===== src/rtl/mem_byte_arbiter_if.sv =====
// Bus bundle for mem_byte_arbiter.
// Groups the IF, DM and byte-memory signals.
// Ports: if_* (fetch read), dm_* (data r/w),
//   mem_* (byte memory), busy (arbiter status).
// slave = arbiter side, master = requester/memory side.
interface mem_byte_arbiter_if #(
   parameter int ADDR_W = 32,
   parameter int DATA_W = 32
);
   logic              if_req;
   logic [ADDR_W-1:0] if_addr;
   logic [DATA_W-1:0] if_rdata;
   logic              if_ready;
   logic              dm_req;
   logic              dm_we;
   logic [ADDR_W-1:0] dm_addr;
   logic [DATA_W-1:0] dm_wdata;
   logic [DATA_W-1:0] dm_rdata;
   logic              dm_ready;
   logic [ADDR_W-1:0] mem_addr;
   logic [7:0]        mem_wdata;
   logic              mem_we;
   logic              mem_re;
   logic [7:0]        mem_rdata;
   logic              busy;

   modport slave (
      input  if_req, if_addr,
      input  dm_req, dm_we, dm_addr, dm_wdata,
      input  mem_rdata,
      output if_rdata, if_ready,
      output dm_rdata, dm_ready,
      output mem_addr, mem_wdata, mem_we, mem_re,
      output busy
   );

   modport master (
      output if_req, if_addr,
      output dm_req, dm_we, dm_addr, dm_wdata,
      output mem_rdata,
      input  if_rdata, if_ready,
      input  dm_rdata, dm_ready,
      input  mem_addr, mem_wdata, mem_we, mem_re,
      input  busy
   );
endinterface


===== src/rtl/mem_byte_arbiter.sv =====
// Shares one byte-wide memory between IF and DM.
// Each word moves as 4 big-endian byte cycles.
// Ports: clk, rst (async, active-high),
//   bus (mem_byte_arbiter_if.slave): IF/DM
//   request ports, byte memory port, busy.
module mem_byte_arbiter #(
   parameter int ADDR_W = 32,
   parameter int DATA_W = 32,
   parameter int NBYTES = DATA_W / 8
) (
   input logic               clk,
   input logic               rst,
   mem_byte_arbiter_if.slave bus
);
   localparam int CW = $clog2(NBYTES);

   typedef enum logic [1:0] {
      IDLE,
      XFER,
      DONE
   } state_e;

   state_e            state_q, state_d;
   logic [CW-1:0]     cnt_q, cnt_d;
   logic              owner_q, owner_d;
   logic              we_q, we_d;
   logic [ADDR_W-1:0] base_q, base_d;
   logic [DATA_W-1:0] wdata_q, wdata_d;
   logic [DATA_W-1:0] rbuf_q, rbuf_d;
   logic              last_dm_q, last_dm_d;
   logic              done_q, done_d;

   logic              if_vld;
   logic              dm_vld;
   logic              grant_dm;
   logic [ADDR_W-1:0] sel_addr;
   logic [CW+2:0]     bsel;

   always_ff @(posedge clk or posedge rst) begin
      if (rst) begin
         state_q   <= IDLE;
         cnt_q     <= '0;
         owner_q   <= 1'b0;
         we_q      <= 1'b0;
         base_q    <= '0;
         wdata_q   <= '0;
         rbuf_q    <= '0;
         last_dm_q <= 1'b0;
         done_q    <= 1'b0;
      end else begin
         state_q   <= state_d;
         cnt_q     <= cnt_d;
         owner_q   <= owner_d;
         we_q      <= we_d;
         base_q    <= base_d;
         wdata_q   <= wdata_d;
         rbuf_q    <= rbuf_d;
         last_dm_q <= last_dm_d;
         done_q    <= done_d;
      end
   end

   always_comb begin
      state_d   = state_q;
      cnt_d     = cnt_q;
      owner_d   = owner_q;
      we_d      = we_q;
      base_d    = base_q;
      wdata_d   = wdata_q;
      rbuf_d    = rbuf_q;
      last_dm_d = last_dm_q;
      done_d    = 1'b0;

      bus.if_rdata  = '0;
      bus.if_ready  = 1'b0;
      bus.dm_rdata  = '0;
      bus.dm_ready  = 1'b0;
      bus.mem_addr  = '0;
      bus.mem_wdata = '0;
      bus.mem_we    = 1'b0;
      bus.mem_re    = 1'b0;
      bus.busy      = (state_q != IDLE);

      // The requester just served still holds req
      // during the first IDLE cycle; mask it once.
      if_vld = bus.if_req & ~(done_q & ~owner_q);
      dm_vld = bus.dm_req & ~(done_q & owner_q);
      // DM wins unless it won last time and IF waits.
      grant_dm = dm_vld & ~(last_dm_q & if_vld);
      sel_addr = grant_dm ? bus.dm_addr : bus.if_addr;
      // Byte NBYTES-1-cnt of the word, MSB first.
      bsel = {CW'(NBYTES - 1) - cnt_q, 3'b000};

      unique case (state_q)
         IDLE: begin
            if (if_vld | dm_vld) begin
               state_d   = XFER;
               cnt_d     = '0;
               owner_d   = grant_dm;
               last_dm_d = grant_dm;
               we_d      = grant_dm & bus.dm_we;
               base_d    = sel_addr & ~ADDR_W'(NBYTES - 1);
               wdata_d   = bus.dm_wdata;
            end
         end
         XFER: begin
            bus.mem_addr  = base_q + ADDR_W'(cnt_q);
            bus.mem_re    = ~we_q;
            bus.mem_we    = we_q;
            bus.mem_wdata = wdata_q[bsel +: 8];
            if (!we_q) begin
               rbuf_d = {rbuf_q[DATA_W-9:0], bus.mem_rdata};
            end
            if (cnt_q == CW'(NBYTES - 1)) begin
               state_d = DONE;
            end else begin
               cnt_d = cnt_q + 1'b1;
            end
         end
         DONE: begin
            done_d  = 1'b1;
            state_d = IDLE;
            if (owner_q) begin
               bus.dm_ready = 1'b1;
               bus.dm_rdata = rbuf_q;
            end else begin
               bus.if_ready = 1'b1;
               bus.if_rdata = rbuf_q;
            end
         end
         default: state_d = IDLE;
      endcase
   end
endmodule


===== src/flat_wrapper.sv =====
// flat-port wrapper written by rule: the top's interface ports become plain ports
module mem_byte_arbiter_flat 
#(
   parameter int ADDR_W = 32,
   parameter int DATA_W = 32,
   parameter int NBYTES = DATA_W / 8
)
  (clk, rst, bus_if_req, bus_if_addr, bus_dm_req, bus_dm_we, bus_dm_addr, bus_dm_wdata, bus_mem_rdata, bus_if_rdata, bus_if_ready, bus_dm_rdata, bus_dm_ready, bus_mem_addr, bus_mem_wdata, bus_mem_we, bus_mem_re, bus_busy);
  mem_byte_arbiter_if #(.ADDR_W(ADDR_W), .DATA_W(DATA_W)) bus_i ();
  input logic clk;
  input logic rst;
  input wire logic [$bits(bus_i.if_req)-1:0] bus_if_req;
  input wire logic [$bits(bus_i.if_addr)-1:0] bus_if_addr;
  input wire logic [$bits(bus_i.dm_req)-1:0] bus_dm_req;
  input wire logic [$bits(bus_i.dm_we)-1:0] bus_dm_we;
  input wire logic [$bits(bus_i.dm_addr)-1:0] bus_dm_addr;
  input wire logic [$bits(bus_i.dm_wdata)-1:0] bus_dm_wdata;
  input wire logic [$bits(bus_i.mem_rdata)-1:0] bus_mem_rdata;
  output wire logic [$bits(bus_i.if_rdata)-1:0] bus_if_rdata;
  output wire logic [$bits(bus_i.if_ready)-1:0] bus_if_ready;
  output wire logic [$bits(bus_i.dm_rdata)-1:0] bus_dm_rdata;
  output wire logic [$bits(bus_i.dm_ready)-1:0] bus_dm_ready;
  output wire logic [$bits(bus_i.mem_addr)-1:0] bus_mem_addr;
  output wire logic [$bits(bus_i.mem_wdata)-1:0] bus_mem_wdata;
  output wire logic [$bits(bus_i.mem_we)-1:0] bus_mem_we;
  output wire logic [$bits(bus_i.mem_re)-1:0] bus_mem_re;
  output wire logic [$bits(bus_i.busy)-1:0] bus_busy;
  assign bus_i.if_req = bus_if_req;
  assign bus_i.if_addr = bus_if_addr;
  assign bus_i.dm_req = bus_dm_req;
  assign bus_i.dm_we = bus_dm_we;
  assign bus_i.dm_addr = bus_dm_addr;
  assign bus_i.dm_wdata = bus_dm_wdata;
  assign bus_i.mem_rdata = bus_mem_rdata;
  assign bus_if_rdata = bus_i.if_rdata;
  assign bus_if_ready = bus_i.if_ready;
  assign bus_dm_rdata = bus_i.dm_rdata;
  assign bus_dm_ready = bus_i.dm_ready;
  assign bus_mem_addr = bus_i.mem_addr;
  assign bus_mem_wdata = bus_i.mem_wdata;
  assign bus_mem_we = bus_i.mem_we;
  assign bus_mem_re = bus_i.mem_re;
  assign bus_busy = bus_i.busy;
  mem_byte_arbiter #(.ADDR_W(ADDR_W), .DATA_W(DATA_W), .NBYTES(NBYTES)) u_core (.clk(clk), .rst(rst), .bus(bus_i));
endmodule

===== config.mk =====
export PLATFORM = sky130hd
export DESIGN_NAME = mem_byte_arbiter_flat
export DESIGN_NICKNAME = d
export VERILOG_FILES = /design/src/rtl/mem_byte_arbiter_if.sv /design/src/rtl/mem_byte_arbiter.sv /design/src/flat_wrapper.sv
export SDC_FILE = /design/constraint.sdc
export NUM_CORES = 1
export LEC_CHECK = 0
export ABC_AREA = 1
export ABC_CLOCK_PERIOD_IN_PS = 6100
export BUFFER_PORTS_ARGS = -buffer_cell sky130_fd_sc_hd__buf_2
export CAP_MARGIN = 20
export CORE_MARGIN = 3
export CORE_UTILIZATION = 45
export CTS_CLUSTER_SIZE = 16
export DETAILED_ROUTE_END_ITERATION = 12
export PLACE_DENSITY_LB_ADDON = 0.05
export SYNTH_ARGS = -nofsm -noshare
export SYNTH_HDL_FRONTEND = slang
export SYNTH_SLANG_ARGS = --single-unit

===== constraint.sdc =====
create_clock -name clk -period 6.1 [get_ports clk]
set_input_delay 0.61 -clock clk [delete_from_list [all_inputs] [get_ports clk]]
set_output_delay 0.61 -clock clk [all_outputs]
set_load 0.03 [all_outputs]

-- Yosys cells after proc, flatten, opt, wreduce, memory -nomap -nowiden
Index checks and enable logic that the tools add are counted.
- register bits: 101
- input bits: 109
- output and inout bits: 109
- logic and storage cells: 58
- add/sub/neg operators: 3
- equal/unequal tests: 6
- shifts and indexed selects: 1
- mux-type cells: 20
- bitwise gates (word level): 13
- reductions and logical operators: 7
- operators by type and width (kind ; count):
    2-to-1 mux 32 bit ; 6
    adder 32 x 2 -> 32 bit ; 1
    variable part select 32 x 6 -> 8 bit ; 1
    2-to-1 mux 2 bit ; 4
    2-to-1 mux 8 bit ; 1
    case mux 2 bit (2 select lines) ; 2
    bitwise AND 1 bit ; 7
    2-to-1 mux 1 bit ; 7
    AND reduction 2 bit ; 3
    inverter 1 bit ; 5
    equality test 2 bit, second input constant ; 2
    != test 2 x 1 -> 1 bit, second input constant ; 2
    nonzero test 2 bit ; 2
    AND reduction 3 bit ; 1
    adder 2 x 1 -> 2 bit, second input constant ; 1
    equality test 2 x 1 -> 1 bit, second input constant ; 1
    zero test 2 bit ; 1
    != test 2 bit, second input constant ; 1
    subtractor 2 bit, first input constant ; 1
    OR 1 bit ; 1

-- Depth between registers and ports, before layout
Gate-level depths: netlist of run 1.
- depth in word-level cells: 8
- gate-level depth with buffers: 9
- depth with buffers taken out: 7

-- Worst setup path before layout of run 1
Ideal clock, no wire load.
- path kind: register to output
- from: reg u_core.cnt_q[0]
- to: out bus_mem_wdata[0]
- data arrival time: 1.502 ns
- data required time: 5.490 ns
- path slack: 3.988 ns
- cell stages (with the launch flop): 6
- path buffers: 2
- cell sequence: dfrtp_1 -> buf_2 -> inv_1 -> clkbuf_1 -> o21ai_0 -> a21oi_1
- longest elaborated chain between the ends: 3
- ends and longest elaborated chain (element ; RTL line ; text):
    start, declared ; mem_byte_arbiter.sv:24 ; logic [CW-1:0] cnt_q, cnt_d;
    start signal, assigned ; mem_byte_arbiter.sv:52 ; cnt_q <= cnt_d;
    subtractor 2 bit ; mem_byte_arbiter.sv:92 ; bsel = {CW'(NBYTES - 1) - cnt_q, 3'b000};
    variable part select 32 x 6 -> 8 bit ; mem_byte_arbiter.sv:110 ; bus.mem_wdata = wdata_q[bsel +: 8];
    2-to-1 mux 8 bit ; mem_byte_arbiter.sv:94 ; unique case (state_q)
    end, declared ; flat_wrapper.sv:24 ; output wire logic [$bits(bus_i.mem_wdata)-1:0] bus_mem_wdata;
No other way between the ends.

-- Final worst setup path of run 1
- from: reg u_core.cnt_q[0]
- to: out bus_mem_wdata[2]
Same word-level chain as after synthesis.

==> results of run 1 <==
-- per-stage QoR --
step / cell area [µm²] / utilization / setup slack, ns / std cells
2_1_floorplan: 5160 / - / 2.84 / 745
3_3_place_gp: 6240 / 0.566 / 3.00 / 1057
3_5_place_dp: 6240 / 0.566 / 2.84 / 1057
4_1_cts: 6520 / 0.591 / 3.09 / 1072
5_1_grt: 6600 / 0.598 / 3.04 / 1075
6_report: 6600 / 0.598 / 3.22 / 1075
-- Yosys cell counts --
cell type  instances  area share
nor2_1           132       0.096
a21oi_1            8      0.0078
clkbuf_1          21       0.015
buf_1              2      0.0015
nand2_1          292        0.21
inv_2              1     0.00073
ha_1               1      0.0024
dfrtp_1          101        0.49
o21ai_1            4      0.0039
clkinv_1           3      0.0022
a21oi_2            1      0.0017
nor2_2             1      0.0012
nand4_1           33       0.040
nand3_1            3      0.0029
buf_2             21       0.020
o21ai_0           46       0.045
inv_1             71       0.052
nand2_2            2      0.0024
buf_4              2      0.0029
-- area by class of cell --
cell class | count | area (µm²)
fill | 1087 | 4430
sequential | 101 | 2530
multi-input combinational | 523 | 2150
timing repair buffer | 221 | 1190
inverter | 75 | 284
clock buffer | 12 | 256
tap | 140 | 175
clock inverter | 3 | 21.3
-- sequential cells by signal, summed over array words and instances (netlist names) --
name              cells
u_core.rbuf_q        32
u_core.we_q           1
u_core.state_q        2
u_core.base_q        30
u_core.last_dm_q      1
u_core.wdata_q       32
u_core.done_q         1
u_core.cnt_q          2
-- power by group through the flow --
| stage | Sequential (mW) | Clock [mW] | Combinational [mW] |
|---|---|---|---|
| after global placement | 1.16 | 0 | 1.61 |
| after detailed placement | 1.17 | 0 | 1.64 |
| after CTS | 1.16 | 0.552 | 1.64 |
| after global routing | 1.21 | 0.575 | 1.87 |
| final | 1.16 | 0.536 | 1.64 |
| after floorplan | 1.11 | 0 | 1.27 |
-- metal layers --
| layer | global-route usage | up-vias | part of all wire |
|---|---|---|---|
| li1 | - | 2628 | - |
| met1 | 0.271 | 2273 | 0.45 |
| met2 | 0.367 | 164 | 0.48 |
| met3 | 0.0561 | 4 | 0.066 |
| met4 | 0.0337 | 0 | 0.0055 |
| met5 | 0 | - | 0 |
-- cell families (layout without fill, tap and decap cells) --
kind of cell | count (synthesis) | count (layout)
AOI/OAI and AO/OA | 59 | 59
adders and majority gates | 1 | 1
buffers and inverters | 121 | 311
DFF | 101 | 101
and+or+nand+nor | 463 | 463
-- worst max path at each step --
stage	startpoint	endpoint	slack [ns]	depth (start not counted)
after floorplan	rst	u_core.base_q[10]	2.84	1
after global placement	bus_if_req	u_core.base_q[7]	3.00	7
after global routing	u_core.cnt_q[0]	bus_mem_wdata[5]	3.04	4
after CTS	u_core.last_dm_q	u_core.base_q[31]	3.09	6
final	u_core.cnt_q[0]	bus_mem_wdata[2]	3.22	4
after detailed placement	bus_if_req	u_core.base_q[7]	2.84	7
==> parameters.txt, run 1 <==
Parameter                              Value

Worst setup path
  Crit Path Class ... reg -> out
  Cell class contributing the biggest share of worst-path delay ... flip-flops
  Launch instance of the worst register-to-register path ... u_core.last_dm_q
  CP required ... 5.49 ns
  Sort of element at the end of the critical path ... output pin
  Worst-path fanout max ... 19
  Worst reg2reg setup slack ... 3.76 ns
  WP buf/inv ... 2
  Number of cells on the worst reg-to-reg path ... 7
  Worst reg2reg path endpoint ... u_core.cnt_q[0]
  Arrival time at the worst endpoint ... 2.27 ns
  Worst setup SP type ... flop
  CP peak stage delay ... 0.81 ns
  Cell-by-cell listing of the critical path ... inv_1, o21ai_0, a21oi_1, buf_2
  Slowest cell on the critical path ... dfrtp_1

Global routing
  Vias in the first global route ... 4804
  Antenna violations before repair ... 0
  Overall global routing resource usage ... 0.211
  Largest net degree at the start of global routing ... 63
  Wire length of the first global-routing pass ... 22300 µm
  Total overflow reported by the global router ... 0

STA
  Fmax ... 0.347 GHz
  Final hold slack ... 0.347 ns
  Clock period minus worst slack ... 2.88 ns
  Number of hold violations in the final report ... 0
  Fin. max-slew vios ... 0
  Total Neg Setup Slack ... 0 ns
  Setup repair after global routing missed its margin ... no
  Transition time of the tightest slew-check pin ... 1.00 ns
  Setup clock skew after layout ... 0.00846 ns
  Portion of the clock cycle consumed by the worst path in the final layout ... 0.473
  Worst slew margin relative to its limit ... 0.329
  Setup Viol. Count Final ... 0

Power
  Clock power frac ... 0.160
  Worst IR drop on VDD ... 0.276 mV
  Leakage power summed over all cells ... 3.92 nW
  Seq pwr share ... 0.348
  Total power consumption of the routed design ... 3.34 mW
  Combinational cell fraction of total power ... 0.491
  Switching fraction of total power ... 0.472
  Power per unit of standard cell area ... 506 nW/µm²
  Internal ... 1.76 mW
  Total net switching power ... 1.58 mW

Detailed routing
  Number of search-and-repair iterations in the first detailed-routing pass ... 4
  Wire length after detailed routing ... 13200 µm
  Via total after detailed routing ... 5069
  Number of nets with antenna violations after routing ... 0
  Iteration-0 DRC Markers ... 272
  Routed wirelength normalized by instance count ... 12.3 µm
  Routed via count divided by cell count ... 4.72
  Remaining design rule violation count ... 0

Clock network
  TritonCTS clock tree ... built
  Worst-Skew Late Latency ... 0.34 ns
  Hold bufs inserted after CTS ... 0
  Cell at the root of the clock tree ... clkbuf_16
  Cts bufs inserted ... 9
  # Post-CTS Setup Buffers ... 0
  Clock H-tree levels ... 3
  Clk sink count ... 101
  Clock buffer depth ... 2
  Register clock-pin slew on the reported worst setup and hold paths ... 0.07 ns
  Resized cells post-CTS ... 0

Yosys
  Number of standard cells after synthesis ... 745
  Number of library cell types mapped by synthesis ... 19
  Total standard cell area after synthesis ... 5160 µm²
  Yosys synthesis warning count ... 0
  Per-instance average area after synthesis ... 6.92 µm²
  Sequential element share of the synthesized area ... 0.490
  Synthesized-area fraction occupied by ao, oa, aoi and oai cells ... 0.0580
  Post-synthesis share of cell area spent on xor and xnor gates ... 0
  Post-synthesis adder-cell area fraction ... 0.00243
  Post-Synthesis Net Count ... 855
  Post-Synth Simple-Gate Area ... 0.355
  Main combinational cell family by area after synthesis ... simple AND/OR/NAND/NOR gates
  Synthesized flop and latch total ... 101
  Mux contribution to synthesized area ... 0

Place
  Last weighted congestion value of the routability-driven placer ... 0.774
  HPWL reported at the end of detailed placement ... 9040 µm
  Count of buffers from port buffering ... 213

Min path
  Worst hold-check path type ... in -> async

Floorplan
  Placeable core area ... 11000 µm²
  Die Wd ... 113 µm
  Number of rows in the core area ... 38
  Boundary pin count ... 218
  Full die area ... 12800 µm²
  Die height ... 113 µm
  Effective utilization at floorplan ... 0.468

Cells and area
  Final Net Count ... 1041
  Commonest non-fill, non-tap cells in the layout ... nand2_1 (292), buf_2 (213), nor2_1 (132), dfrtp_1 (101), inv_1 (70)
  P&R area growth vs syn ... 28.0%
  Share of post-route cells with drive strength above 1 ... 0.258
  N_diodes ... 0
  Most common library cell in the layout ignoring fill and taps ... nand2_1

Status
  Outcome ... complete, no violations

Flow run
  Max-cap viol count ... 0
No activity file was read; power rests on OpenSTA's default activity.
==> inputs of run 2 (changes only) <==
Settings changed: ABC_AREA 1 to 0, ABC_CLOCK_PERIOD_IN_PS 6100 to 2500, CORE_UTILIZATION 45 to 44.
Clock period 6.1 ns to 2.5 ns, I/O delays scaled along.
==> parameters.txt, run 2 <==
Parameter                              Value

Status
  Outcome ... complete, no violations

Place
  Setup Slack @ Placement ... 0.500 ns
  Count of buffers from port buffering ... 213
  Area post-placement ... 6650 µm²
  Last weighted congestion value of the routability-driven placer ... 0.735
  HPWL reported at the end of detailed placement ... 8960 µm

Power
  Power per unit of standard cell area ... 1320 nW/µm²
  Leakage power summed over all cells ... 3.63 nW
  Worst IR drop on VDD ... 0.629 mV

Yosys
  Sequential element share of the synthesized area ... 0.464
  Synth cell count leaders ... dfrtp_1 (101), and2_1 (72), and3_1 (65), mux2_2 (65)
  Cell with the most instances after synthesis ... dfrtp_1
  Number of library cell types mapped by synthesis ... 28
  Top_reg_cell synth ... dfrtp_1
  Share of flip-flops with an asynchronous set or reset ... 1.00
  Post-Synthesis Net Count ... 548
  Number of standard cells after synthesis ... 438
  Synthesized flop and latch total ... 101
  Cell type with the largest total area after synthesis ... dfrtp_1
  Share of Yosys cell area claimed by the top area cell type ... 0.464
  Yosys synthesis warning count ... 0
  Total standard cell area after synthesis ... 5450 µm²
  Synth top area cells ... dfrtp_1 (46%), mux2_2 (13%), and2_1 (8.3%)
  Per-instance average area after synthesis ... 12.4 µm²
  Post-synth EDFFs ... 0

Clock network
  Worst-Skew Late Latency ... 0.34 ns
  TritonCTS clock tree ... built
  Clk sink count ... 101
  Cell at the root of the clock tree ... clkbuf_16
  Clock buffer depth ... 2
  Clock H-tree levels ... 3
  Cts bufs inserted ... 9
  Register clock-pin slew on the reported worst setup and hold paths ... 0.07 ns

Detailed routing
  Routed via count divided by cell count ... 5.03
  Iteration-0 DRC Markers ... 245
  Remaining design rule violation count ... 0
  Routed wirelength normalized by instance count ... 16.0 µm
  Number of search-and-repair iterations in the first detailed-routing pass ... 4
  Number of nets with antenna violations after routing ... 0
  Via total after detailed routing ... 4040
  Wire length after detailed routing ... 12900 µm

Worst setup path
  Launch instance of the worst register-to-register path ... u_core.state_q[0]
  Number of cells on the worst reg-to-reg path ... 4
  Worst reg2reg setup slack ... 0.61 ns
  Cell class contributing the biggest share of worst-path delay ... flip-flops
  Crit Path Class ... reg -> out
  Sort of element at the end of the critical path ... output pin
  CP peak stage delay ... 0.75 ns
  Worst setup SP type ... flop
  Cell-by-cell listing of the critical path ... mux4_2, and2_1, buf_2
  Worst reg2reg path endpoint ... u_core.wdata_q[22]
  WP buf/inv ... 1
  Arrival time at the worst endpoint ... 2.01 ns
  CP required ... 2.25 ns
  Slowest cell on the critical path ... dfrtp_1
  Worst-path fanout max ... 12

Min path
  Worst hold-check path type ... in -> async

Cells and area
  Final Net Count ... 740
  Largest registers in the final layout ... u_core.rbuf_q (32), u_core.wdata_q (32), u_core.base_q (30)
  Share of post-route cells with drive strength above 1 ... 0.554
  Final-layout fill cell count ... 1072
  Multi-input logic area ... 2710 µm²
  Commonest non-fill, non-tap cells in the layout ... buf_2 (213), dfrtp_1 (101), and2_1 (72), mux2_2 (65), and3_1 (65)
  Post-Layout Inst Area ... 6950 µm²
  Final design utilization ... 0.576
  Storage cell area ... 2530 µm²
  Most common library cell in the layout ignoring fill and taps ... buf_2
  P&R area growth vs syn ... 27.4%
  N_diodes ... 0

STA
  Portion of the clock cycle consumed by the worst path in the final layout ... 0.905
  Setup clock skew after layout ... 0.00817 ns
  Final hold slack ... 0.0522 ns
  Total Neg Setup Slack ... 0 ns
  Fin. max-slew vios ... 0
  Transition time of the tightest slew-check pin ... 0.632 ns
  Clock period minus worst slack ... 2.26 ns
  Worst slew margin relative to its limit ... 0.579
  Number of hold violations in the final report ... 0
  Setup Viol. Count Final ... 0
  Fmax ... 0.442 GHz
  Setup repair after global routing missed its margin ... no
  Worst setup margin ... 0.238 ns

Floorplan
  Die height ... 117 µm
  Effective utilization at floorplan ... 0.452
  Full die area ... 13800 µm²
  Number of rows in the core area ... 40
  Boundary pin count ... 218
  Placeable core area ... 12100 µm²
  Die Wd ... 117 µm

Flow run
  Max-cap viol count ... 0

Global routing
  Overall global routing resource usage ... 0.190
  Largest net degree at the start of global routing ... 102
  Antenna violations before repair ... 0
  Total overflow reported by the global router ... 0
  Wire length of the first global-routing pass ... 21600 µm
  Vias in the first global route ... 4138
run 2: changes by cell type after synthesis, sizes merged, moves of 45 or more:
cell	previous run	this run
nand2	294	2
nor2	133	2
mux2	0	95
and2	0	74
inv	72	2
and3	0	65
o21ai	50	5
run 2: kinds of logic after synthesis:
kind of cell | share of synthesized area
simple gates | 0.174
mux | 0.252
compound gates | 0.0659
flops | 0.464
buf+inv | 0.0422
fa+ha+maj | 0.00229
run 2: routing by layer:
metal  up-vias  global-route usage  part of all wire
li1       1966                   -                 -
met2       122               0.303              0.47
met5         -                   0                 0
met3        12              0.0477             0.060
met4         0              0.0572             0.013
met1      1940               0.259              0.45
run 2: worst register-to-register path, delay by kind of cell (launching register included):
| family | cells | cell delay (ns) |
|---|---|---|
| and+or+nand+nor | 1 | 0.29 |
| buffers and inverters | 1 | 0.30 |
| muxes | 1 | 0.39 |
| DFF | 1 | 0.41 |
| AOI/OAI and AO/OA | 1 | 0.39 |
run 2: report_power, final:
part	internal [mW]	switching, mW
registers	2.49	0.598
logic	2.32	2.46
clock network	0.733	0.590
run 2: what timing repair did:
item / 4_1_cts / 5_1_grt
hold endpoints to repair: 0 / 0
buffers inserted: 0 / 0
setup endpoints to repair: 0 / 32
hold buffers: 0 / 0
resized for setup: 0 / 2
run 2: through the flow:
stage / power (mW) / std cells
after detailed placement: 7.95 / 787
after CTS: 9.31 / 803
final: 9.19 / 803
after floorplan: 6.72 / 438
after global routing: 9.82 / 803
after global placement: 7.82 / 787
run 2: worst max-delay path by stage:
stage,startpoint,endpoint,depth (start not counted)
finish,u_core.cnt_q[0],bus_mem_wdata[0],3
global route,u_core.last_dm_q,bus_if_rdata[19],4
CTS,u_core.last_dm_q,bus_if_rdata[16],4
detailed placement,u_core.last_dm_q,bus_if_rdata[16],4
global placement,u_core.cnt_q[0],bus_mem_wdata[7],3
floorplan,u_core.state_q[0],u_core.base_q[10],5
run 2: cell type report:
type	count	share of cell area
repair buffers	223	0.172
well taps	168	0.0303
clock inverters	4	0.00432
multi-input cells	293	0.390
clock buffers	12	0.0369
inverters	2	0.00216
flip-flops and latches	101	0.364
==> inputs of run 3 (changes only) <==
--- a/config.mk
+++ b/config.mk
@@ -6,5 +6,5 @@
 export NUM_CORES = 1
 export LEC_CHECK = 0
-export ABC_AREA = 0
+export ABC_AREA = 1
 export ABC_CLOCK_PERIOD_IN_PS = 2500
 export BUFFER_PORTS_ARGS = -buffer_cell sky130_fd_sc_hd__buf_2
==> constraint.sdc (replaced) <==
create_clock -name clk -period 2.5 [get_ports clk]
set_input_delay 0.5 -clock clk [delete_from_list [all_inputs] [get_ports clk]]
set_output_delay 0.5 -clock clk [all_outputs]
set_load 0.03 [all_outputs]
==> parameters.txt, run 3 (synthesis gave the netlist of run 1 again) <==
Parameter                              Value

Status
  Outcome ... complete, no violations

Power
  Switching fraction of total power ... 0.468
  Total net switching power ... 3.88 mW
  Clock power frac ... 0.169
  Combinational cell fraction of total power ... 0.494
  Power per unit of standard cell area ... 1250 nW/µm²
  Internal ... 4.41 mW
  Leakage power summed over all cells ... 3.95 nW
  Worst IR drop on VDD ... 0.708 mV
  Seq pwr share ... 0.337

Detailed routing
  Met2 wire length ... 6320 µm
  Routed via count divided by cell count ... 4.68
  Routed wirelength normalized by instance count ... 12.5 µm
  Number of nets with antenna violations after routing ... 0
  Top routing layer in use ... met4
  Remaining design rule violation count ... 0
  Number of search-and-repair iterations in the first detailed-routing pass ... 5
  Total routed wire length on the met1 layer ... 6110 µm
  Via total after detailed routing ... 5076
  Iteration-0 DRC Markers ... 307
  Met3 layer wire length in the routed design ... 982 µm
  Wire length after detailed routing ... 13600 µm

Worst setup path
  Sort of element at the end of the critical path ... output pin
  CP required ... 2.00 ns
  Arrival time at the worst endpoint ... 1.79 ns
  Worst setup SP type ... flop
  Worst-path fanout max ... 18
  Crit Path Class ... reg -> out

Clock network
  Resized cells post-CTS ... 0
  Worst-Skew Late Latency ... 0.34 ns
  # Post-CTS Setup Buffers ... 0
  Clk sink count ... 101
  Clock buffer depth ... 2
  Register clock-pin slew on the reported worst setup and hold paths ... 0.07 ns
  TritonCTS clock tree ... built
  Cts bufs inserted ... 9
  Cell at the root of the clock tree ... clkbuf_16
  Hold bufs inserted after CTS ... 0
  Clock H-tree levels ... 3

Floorplan
  Placeable core area ... 11100 µm²
  Die height ... 114 µm
  Full die area ... 13100 µm²
  Boundary pin count ... 218
  Number of rows in the core area ... 38
  Die Wd ... 114 µm
  Effective utilization at floorplan ... 0.464

Cells and area
  Post-route insts no fill ... 1084
  N_diodes ... 0
  Largest registers in the final layout ... u_core.rbuf_q (32), u_core.wdata_q (32), u_core.base_q (30)
  Commonest non-fill, non-tap cells in the layout ... nand2_1 (292), buf_2 (213), nor2_1 (132), dfrtp_1 (101), inv_1 (70)
  Most common library cell in the layout ignoring fill and taps ... nand2_1
  Post-Layout Inst Area ... 6650 µm²
  Final Net Count ... 1049
  Share of post-route cells with drive strength above 1 ... 0.265
  P&R area growth vs syn ... 29.0%
  Final design utilization ... 0.598

STA
  Transition time of the tightest slew-check pin ... 0.598 ns
  Setup repair after global routing missed its margin ... no
  Setup clock skew after layout ... 0.00750 ns
  Clock period minus worst slack ... 2.29 ns
  Worst setup margin ... 0.208 ns
  Fmax ... 0.436 GHz
  Fin. max-slew vios ... 0
  Total Neg Setup Slack ... 0 ns
  Portion of the clock cycle consumed by the worst path in the final layout ... 0.917
  Worst slew margin relative to its limit ... 0.600
  Number of hold violations in the final report ... 0
  Setup Viol. Count Final ... 0

Place
  Count of buffers from port buffering ... 213
  Cell count after placement ... 1068
  Area post-placement ... 6350 µm²
  Setup Slack @ Placement ... 0.544 ns
  Last weighted congestion value of the routability-driven placer ... 0.861
  HPWL reported at the end of detailed placement ... 9740 µm

Flow run
  Max-cap viol count ... 0

Global routing
  Total overflow reported by the global router ... 0
  Wire length of the first global-routing pass ... 22200 µm
  Antenna violations before repair ... 0
  Largest net degree at the start of global routing ... 56
  Overall global routing resource usage ... 0.210
  Vias in the first global route ... 4872

Min path
  Worst hold-check path type ... in -> async
-- run 3: cell count changes in the layout (fill, tap and decap cells not counted), sizes merged, moves of 30 or more --
cell,before,now
o21ai,5,50
nor2,2,133
inv,1,71
a32o,30,0
nand2,2,294
and3,65,0
mux2,95,0
and2,74,0
nand4,0,33
-- run 3: final timing paths --
path / startpoint / end / slack (ns) / depth (start not counted)
max: u_core.cnt_q[0] / bus_mem_wdata[1] / 0.21 / 4
min: rst / u_core.rbuf_q[5] / 0.23 / 2
max reg2reg: u_core.last_dm_q / u_core.cnt_q[1] / 0.88 / 8
min reg2reg: u_core.wdata_q[3] / u_core.wdata_q[3] / 0.48 / 2
max in group asynchronous: rst / u_core.base_q[2] / 1.59 / 3
min in group clk: bus_dm_wdata[14] / u_core.wdata_q[14] / 0.35 / 3
-- run 3: power groups by stage --
stage                     combinational (mW)  clock (mW)  sequential (mW)
after floorplan                         3.11           0             2.70
after global placement                  4.08           0             2.79
after detailed placement                4.14           0             2.81
after CTS                               4.16        1.44             2.79
after global routing                    4.65        1.52             2.88
final                                   4.10        1.40             2.79
-- run 3: final cells by class --
type / count / area (µm²)
timing repair buffer: 229 / 1210
tap: 140 / 175
sequential: 101 / 2530
clock buffer: 11 / 243
inverter: 75 / 285
multi-input combinational: 523 / 2150
fill: 1058 / 4470
clock inverter: 5 / 60.1
-- run 3: critical path, stage by stage (launching register included) --
cell and delay [ns]:
dfrtp_1 0.44, inv_1 0.40, o21ai_0 0.23, a21oi_1 0.17, buf_2 0.22
-- run 3: layer usage --
layer  GRT usage  vias up
met5           0        -
met4      0.0673        0
met3      0.0375       13
met2       0.356      165
met1       0.274     2257
li1            -     2641
-- run 3: through the flow --
stage / hold WS [ns] / power [mW]
floorplan: 0.444 / 5.81
global placement: 0.458 / 6.87
detailed placement: 0.462 / 6.95
CTS: 0.230 / 8.39
global route: 0.260 / 9.04
finish: 0.227 / 8.29
